**config.mk**
```make
export PLATFORM = sky130hd
export DESIGN_NAME = vga_scan_timer
export DESIGN_NICKNAME = d
export VERILOG_FILES = /design/src/rtl/vga_scan_timer.sv
export SDC_FILE = /design/constraint.sdc
export NUM_CORES = 1
export LEC_CHECK = 0
export CORE_UTILIZATION = 39
export DETAILED_ROUTE_END_ITERATION = 7
export PLACE_DENSITY = 0.68
export SLEW_MARGIN = 5
export SYNTH_ARGS = -nofsm -noshare
export SYNTH_HDL_FRONTEND = slang
export SYNTH_SLANG_ARGS = --single-unit
export TNS_END_PERCENT = 50
```
**constraint.sdc**
```tcl
create_clock -name clk -period 3.4 [get_ports clk]
set_input_delay 0.68 -clock clk [delete_from_list [all_inputs] [get_ports clk]]
set_output_delay 0.68 -clock clk [all_outputs]
set_load 0.005 [all_outputs]
```
**src/rtl/vga_scan_timer.sv**
```systemverilog
// VGA scan timer: pixel-tick divider, h/v scan counters, delayed sync/blank
// outputs for the DAC and a sticky vertical-blank flag for the CPU.
module vga_scan_timer #(
  parameter int H_VISIBLE  = 640,
  parameter int H_FRONT    = 16,
  parameter int H_SYNC     = 96,
  parameter int H_BACK     = 48,
  parameter int V_VISIBLE  = 480,
  parameter int V_FRONT    = 10,
  parameter int V_SYNC     = 2,
  parameter int V_BACK     = 33,
  parameter int CLK_DIV    = 2,
  parameter int PIPE_DELAY = 1
) (
  input  logic        clk,
  input  logic        rst_n,
  input  logic        vblank_ack_i,
  output logic        pix_en_o,
  output logic [31:0] x_pos_o,
  output logic [31:0] y_pos_o,
  output logic        hsync_o,
  output logic        vsync_o,
  output logic        blank_n_o,
  output logic        frame_start_o,
  output logic        vblank_flag_o
);

  localparam int H_TOTAL = H_VISIBLE + H_FRONT + H_SYNC + H_BACK;
  localparam int V_TOTAL = V_VISIBLE + V_FRONT + V_SYNC + V_BACK;
  // A zero delay still needs one register stage so the outputs stay glitch-free.
  localparam int STAGES  = (PIPE_DELAY == 0) ? 1 : PIPE_DELAY;
  localparam int DIV_W   = (CLK_DIV > 1) ? $clog2(CLK_DIV) : 1;

  localparam logic [9:0]  H_LAST = 10'(H_TOTAL - 1);
  localparam logic [9:0]  V_LAST = 10'(V_TOTAL - 1);
  localparam logic [10:0] HS_BEG = 11'(H_VISIBLE + H_FRONT);
  localparam logic [10:0] HS_END = 11'(H_VISIBLE + H_FRONT + H_SYNC);
  localparam logic [10:0] VS_BEG = 11'(V_VISIBLE + V_FRONT);
  localparam logic [10:0] VS_END = 11'(V_VISIBLE + V_FRONT + V_SYNC);
  localparam logic [10:0] H_VIS  = 11'(H_VISIBLE);
  localparam logic [10:0] V_VIS  = 11'(V_VISIBLE);

  logic [DIV_W-1:0]  div;
  logic              div_last;
  logic [9:0]        h_cnt, v_cnt;
  logic [9:0]        h_nxt, v_nxt;
  logic              hs_raw, vs_raw, bl_raw;
  logic              vblank_set;
  logic [STAGES-1:0] hs_dly_p, vs_dly_p, bl_dly_p;

  always_comb begin
    div_last = (div == DIV_W'(CLK_DIV - 1));
    h_nxt    = h_cnt;
    v_nxt    = v_cnt;
    if (pix_en_o) begin
      h_nxt = (h_cnt == H_LAST) ? 10'd0 : h_cnt + 10'd1;
      if (h_cnt == H_LAST)
        v_nxt = (v_cnt == V_LAST) ? 10'd0 : v_cnt + 10'd1;
    end
    hs_raw     = !(({1'b0, h_cnt} >= HS_BEG) && ({1'b0, h_cnt} < HS_END));
    vs_raw     = !(({1'b0, v_cnt} >= VS_BEG) && ({1'b0, v_cnt} < VS_END));
    bl_raw     = ({1'b0, h_cnt} < H_VIS) && ({1'b0, v_cnt} < V_VIS);
    vblank_set = pix_en_o && (h_cnt == 10'd0) && ({1'b0, v_cnt} == V_VIS);
  end

  always_ff @(posedge clk or negedge rst_n) begin
    if (!rst_n) begin
      div           <= '0;
      pix_en_o      <= 1'b0;
      frame_start_o <= 1'b0;
      h_cnt         <= '0;
      v_cnt         <= '0;
      hs_dly_p      <= '1;
      vs_dly_p      <= '1;
      bl_dly_p      <= '0;
      vblank_flag_o <= 1'b0;
    end else begin
      div      <= div_last ? '0 : div + DIV_W'(1);
      pix_en_o <= div_last;
      // h_nxt/v_nxt are the counts visible during the tick that starts next clk
      frame_start_o <= div_last && (h_nxt == 10'd0) && (v_nxt == 10'd0);
      if (pix_en_o) begin
        h_cnt       <= h_nxt;
        v_cnt       <= v_nxt;
        // stage boundary: raw decode -> delay line, advanced once per pixel tick
        hs_dly_p[0] <= hs_raw;
        vs_dly_p[0] <= vs_raw;
        bl_dly_p[0] <= bl_raw;
        for (int i = 1; i < STAGES; i++) begin
          hs_dly_p[i] <= hs_dly_p[i-1];
          vs_dly_p[i] <= vs_dly_p[i-1];
          bl_dly_p[i] <= bl_dly_p[i-1];
        end
      end
      if (vblank_set)
        vblank_flag_o <= 1'b1;
      else if (vblank_ack_i)
        vblank_flag_o <= 1'b0;
    end
  end

  assign x_pos_o   = {22'd0, h_cnt};
  assign y_pos_o   = {22'd0, v_cnt};
  assign hsync_o   = hs_dly_p[STAGES-1];
  assign vsync_o   = vs_dly_p[STAGES-1];
  assign blank_n_o = bl_dly_p[STAGES-1];

endmodule
```
# Word-level counts from Yosys, hierarchy flattened
# Index checks and enable logic that the tools add are counted.
# classes
n_mux,8
n_eq_ne,3
addsub,3
magnitude_cmp,6
reduce_logical,13
# ops
cell,n
10-bit 2-to-1 mux,5
10-bit logical NOT,3
"10-bit by 1-bit adder with 10-bit output, second input constant",2
"10-bit == test, second input constant",2
"10-bit < comparator, second input constant",2
"10-bit by 9-bit < comparator with 1-bit output, second input constant",2
"10-bit by 9-bit == test with 1-bit output, second input constant",1
"10-bit >= comparator, second input constant",1
"10-bit by 9-bit >= comparator with 1-bit output, second input constant",1
1-bit logical AND,7
1-bit 2-to-1 mux,3
1-bit logical NOT,2
2-bit nonzero test,1
"1-bit adder, second input constant",1
# word_totals
regBits,27
inputBits,3

# Longest topological paths before layout
# Gate-level depths: netlist (run 1).
# logic_depth
depth_word,6
depth_mapped,8
depth_no_buf,8

# Worst setup path after synthesis (run 1)
# Ideal clock, no wire load.
# synth_path
path_kind,register -> register
from,register h_cnt[5]
to,register frame_start_o
stages_incl_launch_ff,8
t_arrival_ps,2602
synth_period_minus_slack_ps,2714
slack_ps,686
setup_time_ps,111
required_time_ps,3289
path_buffers,2
path_cell_list,dfrtp_1 > buf_6 > or4b_4 > or3_4 > buf_6 > a211o_1 > or4b_1 > a2111oi_2
# synth_between
elab_chain_cells,6
# synth_rtl
element,line_no,source
from (decl),45,"logic [9:0] h_cnt, v_cnt;"
from (signal assigned),83,h_cnt <= h_nxt;
10-bit by 1-bit adder with 10-bit output / 10-bit == test (equally long branches),"56, 57",
10-bit 2-to-1 mux,56,h_nxt = (h_cnt == H_LAST) ? 10'd0 : h_cnt + 10'd1;
10-bit 2-to-1 mux,55,if (pix_en_o) begin
10-bit logical NOT,81,frame_start_o <= div_last && (h_nxt == 10'd0) && (v_nxt == 10'd0);
1-bit logical AND,81,
1-bit logical AND (*),81,
to (signal assigned),81,
to (decl),24,"output logic frame_start_o,"
# Mark *: on every way between the ends. The rest lies on a longest branch, timed or not.
# A chain may end at the register's enable or synchronous reset.

# Worst setup path after layout (run 1)
# layout_path
from,register v_cnt[0]
to,register frame_start_o
# layout_between
elab_chain_cells,6
# layout_rtl
element,line_no,source
from (decl),45,
from (signal assigned),84,v_cnt <= v_nxt;
10-bit by 1-bit adder with 10-bit output / 10-bit == test (equally long branches),58,v_nxt = (v_cnt == V_LAST) ? 10'd0 : v_cnt + 10'd1;
10-bit 2-to-1 mux,58,
10-bit 2-to-1 mux,57,if (h_cnt == H_LAST)
10-bit 2-to-1 mux (*),55,
10-bit logical NOT (*),81,
1-bit logical AND (*),81,
# Marks and branches as above.

==> impl_metrics.py, run 1 <==
metrics = {
    "worst_setup_path": {
        "timing.rr.end": "frame_start_o",
        "worstPathCellList": "inv_1, ha_1, or4b_1, nor4_2, o21ai_0, o2bb2ai_1, or4b_1, a2111oi_2",
        "crit_slowest_cell": "or4b_1",
        "crit_path_end_kind": "register",
        "critPathLaunchType": "register",
        "critPathMaxStageDelay_ns": 0.52,
        "cp.required_ns": 3.57,
        "crit_fanout": 5,
        "setup.worst_path.class": "register to register",
        "worst-r2r-cell-count": 8,
        "cp_common_cell": "or4b_1",
        "critPathArrivalTime_ns": 3.12,
        "r2r_setup_slack_ns": 0.45,
        "worstReg2RegStart": "v_cnt[0]",
    },
    "clock_tree": {
        "cts_hold_buf": 0,
        "numCtsBuffers": 3,
        "insertion_delay_ns": 0.27,
        "cts.clk_slew.worst_paths_ns": 0.10,
        "cts_repair_resize_count": 0,
        "cts_root_buffer": "clkbuf_8",
        "cts_tree": "yes",
        "cts_sinks": 27,
        "clockBufferDepth": 2,
        "cts_max_level": 1,
        "cts_setup_buffers": 0,
    },
    "drt": {
        "drt-pass1-iter-count": 4,
        "drc": 0,
        "drtIter0Drc": 71,
        "wire_per_inst_um": 12.3,
        "final_antenna_net_count": 0,
        "wl_um": 3740,
        "num_vias": 1411,
        "vias_per_cell": 4.66,
    },
    "logic_synthesis": {
        "synth_flop_cell": "dfrtp_1",
        "ys_seq_area_share_pct": 35.5,
        "netlist_area_mm2": 0.00191,
        "ys_seq_elements": 27,
        "synth_area_per_cell_um2": 9.01,
        "netlist_instances": 212,
        "synth_edf_count": 0,
        "synth_warnings": 0,
        "async_flop_share_pct": 100,
        "synth.distinct_cells": 49,
    },
    "grt": {
        "grt.overflow.total": 0,
        "grt_pass1_wl_um": 5890,
        "antenna_found_initial": 0,
        "grt_pass1_vias": 1191,
        "grt_max_degree": 28,
        "grt.total_usage_pct": 14.6,
    },
    "sta": {
        "finalHoldViolCount": 0,
        "finClkSkew_ns": 0.00266,
        "grt_setup_unrepaired": "false",
        "tns_ns": 0,
        "drv_slew": 0,
        "setup_viol": 0,
        "final.min_clock_period_ns": 2.95,
        "fin_crit_sh_pct": 86.8,
        "hold_slack_ns": 0.429,
        "fmax_mhz": 339,
    },
    "power": {
        "powerDensity_mw_per_mm2": 250,
        "max-vdd-ir-drop_mv": 0.123,
        "leakagePower_nw": 0.925,
        "power_frac_seq_pct": 60.5,
        "p_comb_share_pct": 3.9,
        "clkPwrFrac_pct": 35.6,
        "switching_share_pct": 23.1,
        "intPower_mw": 0.408,
        "p_switching_mw": 0.122,
    },
    "outcome": {
        "status": "finished, final reports clean",
    },
    "flow_run": {
        "cap_violations": 0,
    },
    "placed_design": {
        "dp_hpwl_um": 2730,
        "portBuffers": 28,
        "place_congestion": 0.891,
        "postPlaceCellArea_mm2": 0.00207,
        "placedCellCount": 299,
    },
    "floorplanning": {
        "core-area_mm2": 0.00472,
        "ioPinCount": 73,
        "fp.dieW_um": 72.0,
        "start_util_pct": 40.4,
        "die_y_um": 72.0,
        "die-area_mm2": 0.00518,
        "num_rows": 25,
    },
    "cells_and_area": {
        "fin_area_mm2": 0.00212,
        "nNetsFinal": 245,
        "finish.utilization_pct": 44.9,
        "num_antenna_cells": 0,
        "stdcell_count": 303,
        "drive_gt1_share_pct": 7.63,
        "area_growth_pct": 11.0,
    },
    "worst_hold_path": {
        "worstHoldPathType": "register to register",
        "hold_end": "pix_en_o",
        "hold_path.startpoint": "div",
        "holdPathStages": 0,
    },
}
==> cells in the mapped netlist, drive strengths merged, types with 3 or more instances <==
library cell / n / area [um^2]
nand2: 16 / 60.1
nand3: 6 / 30.0
nor3: 6 / 30.0
o21ai: 9 / 45.0
o22a: 3 / 26.3
clkbuf: 5 / 18.8
inv: 10 / 37.5
or4b: 3 / 33.8
xnor2: 8 / 70.1
or3: 3 / 26.3
nand2b: 4 / 25.0
buf: 50 / 372
ha: 5 / 62.6
xor2: 6 / 52.6
nor2: 15 / 56.3
dfrtp: 25 / 626
nand4: 6 / 37.5
==> cells by family (layout without fill, tap and decap cells) <==
family	count (synthesis)	count (layout)	share of synthesized area, %
compound gates	29	29	11.2
xor+xnor	14	14	6.42
fa+ha+maj	5	5	3.28
buf+inv	65	46	22.4
flops	27	27	35.5
mux	2	2	1.11
other cells	1	44	0.196
simple gates	69	69	19.9
==> state kept, by name, summed over array words and instances, names as in the netlist <==
register       flops
h_cnt             10
div                1
frame_start_o      1
v_cnt             10
vblank_flag_o      1
vsync_o            1
pix_en_o           1
blank_n_o          1
hsync_o            1
==> per-stage QoR <==
| stage | setup slack, ns | total power [mW] |
|---|---|---|
| floorplan | 0.686 | 0.375 |
| global placement | 0.594 | 0.348 |
| detailed placement | 0.473 | 0.348 |
| CTS | 0.457 | 0.536 |
| global route | 0.260 | 0.553 |
| finish | 0.449 | 0.530 |
==> area by class of cell <==
type / count / area, um^2
Tap cell: 67 / 83.8
Fill cell: 469 / 2600
Timing Repair Buffer: 32 / 310
Clock buffer: 4 / 45.0
Multi-Input combinational cell: 163 / 965
Inverter: 10 / 37.5
Sequential cell: 27 / 678
==> worst max path at each step <==
stage,startpoint,endpoint
floorplan,h_cnt[5],frame_start_o
CTS,v_cnt[0],frame_start_o
global placement,v_cnt[0],frame_start_o
global route,v_cnt[0],frame_start_o
finish,v_cnt[0],frame_start_o
detailed placement,v_cnt[0],frame_start_o
==> layer usage <==
metal	up-vias	GRT usage (%)	part of all wire, %
met1	660	21.6	50
met2	61	21.7	43
met3	4	2.64	5.9
li1	686	-	-
met5	-	0	0
met4	0	4.36	0.59
==> power groups by stage <==
stage               sequential [mW]  combinational, mW  clock [mW]
floorplan                     0.327             0.0473           0
detailed placement            0.327             0.0205           0
global placement              0.327             0.0204           0
finish                        0.321             0.0204       0.189
global route                  0.321             0.0254       0.207
CTS                           0.321             0.0206       0.194
==> critical path, delay by kind of cell, from the launching register on <==
family / cells / cell delay (ns)
and+or+nand+nor: 3 / 1.44
AOI/OAI and AO/OA: 3 / 0.65
DFF: 1 / 0.44
adders and majority gates: 1 / 0.17
buffers and inverters: 1 / 0.15
==> cell usage in the layout (no fill, tap or decap), types with 2 or more instances in the layout <==
master and instances:
conb_1 44, clkdlybuf4s50_1 28, dfrtp_1 25, nand2_1 16, nor2_1 15, inv_1 10
o21ai_0 8, xnor2_1 8, nand3_1 6, nor3_1 6, xor2_1 6, nand4_1 6
ha_1 5, nand2b_1 4, buf_4 4, o22a_1 3, clkbuf_8 3, or4b_1 2
and3_1 2, o21bai_1 2, a31oi_1 2, or4_1 2, or3_2 2, nand4b_1 2
dfstp_2 2
Power figures use the tool's default switching activity.
==> run 2, diff against run 1 <==
- clock period: 3.4 -> 3.1 ns (I/O delays scaled with it)
==> impl_metrics.py, run 2 (synthesized netlist as in run 1, its figures left out) <==
metrics = {
    "sta": {
        "hold_slack_ns": 0.412,
        "fin_crit_sh_pct": 93.2,
        "drv_slew": 0,
        "fmax_mhz": 346,
        "setup_ws_ns": 0.211,
        "final.min_clock_period_ns": 2.89,
        "tns_ns": 0,
        "finalHoldViolCount": 0,
        "finClkSkew_ns": 0.00267,
        "setup_viol": 0,
    },
    "outcome": {
        "status": "finished, final reports clean",
    },
    "grt": {
        "grt.total_usage_pct": 15.3,
        "antenna_found_initial": 0,
        "grt_pass1_wl_um": 6200,
        "grt.overflow.total": 0,
        "grt_max_degree": 28,
        "grt_pass1_vias": 1306,
    },
    "power": {
        "p_switching_mw": 0.128,
        "switching_share_pct": 22.2,
        "leakagePower_nw": 0.946,
        "power_frac_seq_pct": 61.2,
        "intPower_mw": 0.447,
        "p_comb_share_pct": 3.9,
        "max-vdd-ir-drop_mv": 0.183,
        "clkPwrFrac_pct": 34.9,
        "powerDensity_mw_per_mm2": 266,
    },
    "drt": {
        "wl_um": 3750,
        "final_antenna_net_count": 0,
        "wire_per_inst_um": 12.2,
        "vias_per_cell": 4.58,
        "drtIter0Drc": 51,
        "drc": 0,
        "drt-pass1-iter-count": 4,
        "num_vias": 1405,
    },
    "worst_setup_path": {
        "cp_num_buf_inv": 1,
        "setup.worst_path.class": "register to register",
        "worstPathCellList": "inv_1, ha_1, or4b_1, nor4_4, nor2_1, a211o_1, or4b_1, a2111oi_2",
        "crit_slowest_cell": "or4b_1",
        "critPathLaunchType": "register",
        "cp_common_cell": "or4b_1",
        "critPathArrivalTime_ns": 3.05,
        "cp.required_ns": 3.26,
        "critPathMaxStageDelay_ns": 0.51,
        "crit_fanout": 5,
        "crit_path_end_kind": "register",
        "critPathTopFamily": "simple AND/OR/NAND/NOR gates",
    },
    "cells_and_area": {
        "num_antenna_cells": 0,
        "mostFrequentLayoutCell": "conb_1",
        "nNetsFinal": 249,
        "mostFrequentLayoutCells": "conb_1 (44), clkdlybuf4s50_1 (28), dfrtp_1 (25), nand2_1 (16), nor2_1 (15)",
        "area_growth_pct": 13.0,
        "finish.utilization_pct": 45.7,
        "drive_gt1_share_pct": 9.17,
        "biggestRegsByFlops": "h_cnt x10, v_cnt x10",
    },
    "clock_tree": {
        "insertion_delay_ns": 0.27,
        "cts_hold_buf": 0,
        "cts_setup_buffers": 0,
        "clockBufferDepth": 2,
        "cts_sinks": 27,
        "cts_tree": "yes",
        "numCtsBuffers": 3,
        "cts_root_buffer": "clkbuf_8",
        "cts.clk_slew.worst_paths_ns": 0.09,
        "cts_max_level": 1,
    },
    "placed_design": {
        "place_congestion": 0.882,
        "dpl_worst_slack_ns": 0.180,
        "dp_hpwl_um": 2880,
        "portBuffers": 28,
    },
    "worst_hold_path": {
        "worstHoldPathType": "register to register",
    },
    "floorplanning": {
        "core-area_mm2": 0.00472,
        "ioPinCount": 73,
        "fp.dieW_um": 72.0,
        "die-area_mm2": 0.00518,
        "num_rows": 25,
        "die_y_um": 72.0,
        "start_util_pct": 40.4,
    },
    "flow_run": {
        "cap_violations": 0,
    },
}
run 2: path summary, 6_finish.rpt:
| check | end | from | slack [ns] | cells after the start |
|---|---|---|---|---|
| setup / recovery | frame_start_o | v_cnt[0] | 0.21 | 8 |
| hold / removal | pix_en_o | div | 0.41 | 0 |
| setup reg to reg | frame_start_o | v_cnt[0] | 0.21 | 8 |
| hold reg to reg | pix_en_o | div | 0.41 | 0 |
| max in group asynchronous | vsync_o | rst_n | 2.07 | 2 |
| min in group asynchronous | vblank_flag_o | rst_n | 0.72 | 2 |
run 2: cell type report:
| cell class | instances | area (um^2) |
|---|---|---|
| multi-input combinational | 163 | 973 |
| timing repair buffer | 36 | 340 |
| tap | 67 | 83.8 |
| sequential | 27 | 678 |
| inverter | 10 | 37.5 |
| clock buffer | 4 | 45.0 |
| fill | 488 | 2560 |
run 2: routing by layer:
metal / track usage (%) / vias to the layer above / part of all wire, %
met1: 20.7 / 653 / 48
met4: 5.45 / 0 / 1.9
met5: 0 / - / 0
met2: 25.1 / 50 / 47
li1: - / 694 / -
met3: 2.36 / 8 / 3.9
run 2: timing repair:
| item | in CTS | in global routing |
|---|---|---|
| setup endpoints to repair | 0 | 1 |
| endpoints found under the hold margin | 0 | 0 |
| resized for setup | 0 | 1 |
run 2: power groups by stage:
stage / clock (mW) / sequential (mW) / combinational, mW
detailed placement: 0 / 0.359 / 0.0223
finish: 0.200 / 0.352 / 0.0225
CTS: 0.206 / 0.352 / 0.0224
global route: 0.222 / 0.352 / 0.0280
floorplan: 0 / 0.359 / 0.0519
global placement: 0 / 0.359 / 0.0224
run 2: metrics by stage:
step           total power, mW  instance area (um^2)  cells
5_1_grt                  0.602                  2160    307
3_3_place_gp             0.381                  2100    303
4_1_cts                  0.581                  2150    307
2_1_floorplan            0.411                  2070    255
3_5_place_dp             0.381                  2100    303
6_report                 0.575                  2160    307
==> run 3, diff against run 2 <==
==> constraint.sdc (replaced) <==
create_clock -name clk -period 3.1 [get_ports clk]
set_input_delay 0.93 -clock clk [delete_from_list [all_inputs] [get_ports clk]]
set_output_delay 0.93 -clock clk [all_outputs]
set_load 0.005 [all_outputs]
==> impl_metrics.py, run 3 (synthesized netlist as in run 1, its figures left out) <==
metrics = {
    "worst_hold_path": {
        "worstHoldPathType": "register to register",
    },
    "floorplanning": {
        "start_util_pct": 40.4,
        "fp.dieW_um": 72.0,
        "die-area_mm2": 0.00518,
        "core-area_mm2": 0.00472,
        "die_y_um": 72.0,
        "num_rows": 25,
        "ioPinCount": 73,
    },
    "cells_and_area": {
        "area_growth_pct": 12.3,
        "mostFrequentLayoutCells": "conb_1 (44), clkdlybuf4s50_1 (28), dfrtp_1 (25), nand2_1 (16), nor2_1 (15)",
        "finish.utilization_pct": 45.4,
        "mostFrequentLayoutCell": "conb_1",
        "num_antenna_cells": 0,
        "stdcell_count": 305,
        "biggestRegsByFlops": "h_cnt x10, v_cnt x10",
        "fillers": 481,
        "drive_gt1_share_pct": 8.82,
        "nNetsFinal": 247,
    },
    "grt": {
        "grt.overflow.total": 0,
        "grt_pass1_vias": 1185,
        "grt_max_degree": 28,
        "grt_pass1_wl_um": 5800,
        "grt.total_usage_pct": 14.3,
        "antenna_found_initial": 0,
    },
    "worst_setup_path": {
        "critPathArrivalTime_ns": 3.03,
        "critPathLaunchType": "register",
        "crit_fanout": 5,
        "crit_slowest_cell": "or4b_1",
        "cp_common_cell": "or4b_1",
        "critPathTopFamily": "simple AND/OR/NAND/NOR gates",
        "critPathMaxStageDelay_ns": 0.51,
        "worstPathCellList": "inv_1, ha_1, or4b_1, nor4_4, nor2_1, a211o_1, or4b_1, a2111oi_2",
        "cp.required_ns": 3.26,
        "cp_num_buf_inv": 1,
        "crit_path_end_kind": "register",
        "setup.worst_path.class": "register to register",
    },
    "sta": {
        "finalHoldViolCount": 0,
        "setup_ws_ns": 0.232,
        "tns_ns": 0,
        "fin_crit_sh_pct": 92.5,
        "fmax_mhz": 349,
        "finClkSkew_ns": 0.00429,
        "setup_viol": 0,
        "final.min_clock_period_ns": 2.87,
        "grt_setup_unrepaired": "false",
        "drv_slew": 0,
    },
    "clock_tree": {
        "cts_setup_buffers": 0,
        "numCtsBuffers": 3,
        "cts_root_buffer": "clkbuf_8",
        "cts_tree": "yes",
        "cts_max_level": 1,
        "insertion_delay_ns": 0.27,
        "cts_sinks": 27,
        "cts.clk_slew.worst_paths_ns": 0.10,
        "clockBufferDepth": 2,
    },
    "drt": {
        "final_antenna_net_count": 0,
        "drt-pass1-iter-count": 4,
        "drc": 0,
        "wire_per_inst_um": 11.6,
        "drtIter0Drc": 87,
        "vias_per_cell": 4.65,
        "num_vias": 1419,
        "wl_um": 3540,
    },
    "flow_run": {
        "cap_violations": 0,
    },
    "power": {
        "powerDensity_mw_per_mm2": 268,
        "fin_total_pwr_mw": 0.576,
        "max-vdd-ir-drop_mv": 0.194,
        "leakagePower_nw": 0.937,
    },
    "placed_design": {
        "placedCellCount": 301,
        "place_congestion": 0.861,
        "portBuffers": 28,
        "dp_hpwl_um": 2720,
        "dpl_worst_slack_ns": 0.181,
    },
    "outcome": {
        "status": "finished, final reports clean",
    },
}
==> run 3: cell types whose count changed in the layout (fill, tap and decap cells not counted) <==
cell	previous run	this run
buf_4	8	6
clkbuf_1	1	0
clkinv_2	0	1
==> run 3: repair_timing <==
action | 4_1_cts | 5_1_grt
endpoints found under the setup margin | 0 | 1
resized for setup | 0 | 1
hold buffers | 0 | 0
hold endpoints to repair | 0 | 0
==> run 3: worst paths after layout <==
path / startpoint / to / slack (ns) / cells past startpoint
min: div / pix_en_o / 0.42 / 0
min in group asynchronous: rst_n / v_cnt[9] / 1.03 / 2
max: v_cnt[0] / frame_start_o / 0.23 / 8
max in group asynchronous: rst_n / hsync_o / 1.78 / 2
min reg2reg: div / pix_en_o / 0.42 / 0
max reg2reg: v_cnt[0] / frame_start_o / 0.23 / 8
==> run 3: routing by layer <==
| metal | vias to the layer above | global-route usage [%] | share of wire, % |
|---|---|---|---|
| met2 | 61 | 22.0 | 45 |
| li1 | 692 | - | - |
| met1 | 658 | 20.8 | 47 |
| met4 | 0 | 4.58 | 1.7 |
| met3 | 8 | 2.22 | 5.8 |
| met5 | - | 0 | 0 |
==> run 3: area by class of cell <==
| type | instances | area (um^2) | area share [%] |
|---|---|---|---|
| multi-input combinational | 163 | 973 | 45.4 |
| sequential | 27 | 678 | 31.6 |
| timing repair buffer | 34 | 325 | 15.2 |
| tap | 67 | 83.8 | 3.91 |
| clock inverter | 1 | 5.00 | 0.233 |
| inverter | 10 | 37.5 | 1.75 |
| clock buffer | 3 | 41.3 | 1.93 |
==> run 3: power breakdown <==
part | internal, mW | switching, mW | total [mW]
Clock | 0.0900 | 0.112 | 0.202
Combinational | 0.00308 | 0.0190 | 0.0221
Sequential | 0.352 | 0.0000000000000000320 | 0.352
Total | 0.445 | 0.131 | 0.576
==> run 3: per-stage QoR <==
step                      hold slack (ns)  instance area (um^2)
after floorplan                     0.373                  2070
after global placement              0.391                  2090
after detailed placement            0.397                  2090
after CTS                           0.422                  2140
after global routing                0.451                  2140
final                               0.417                  2140
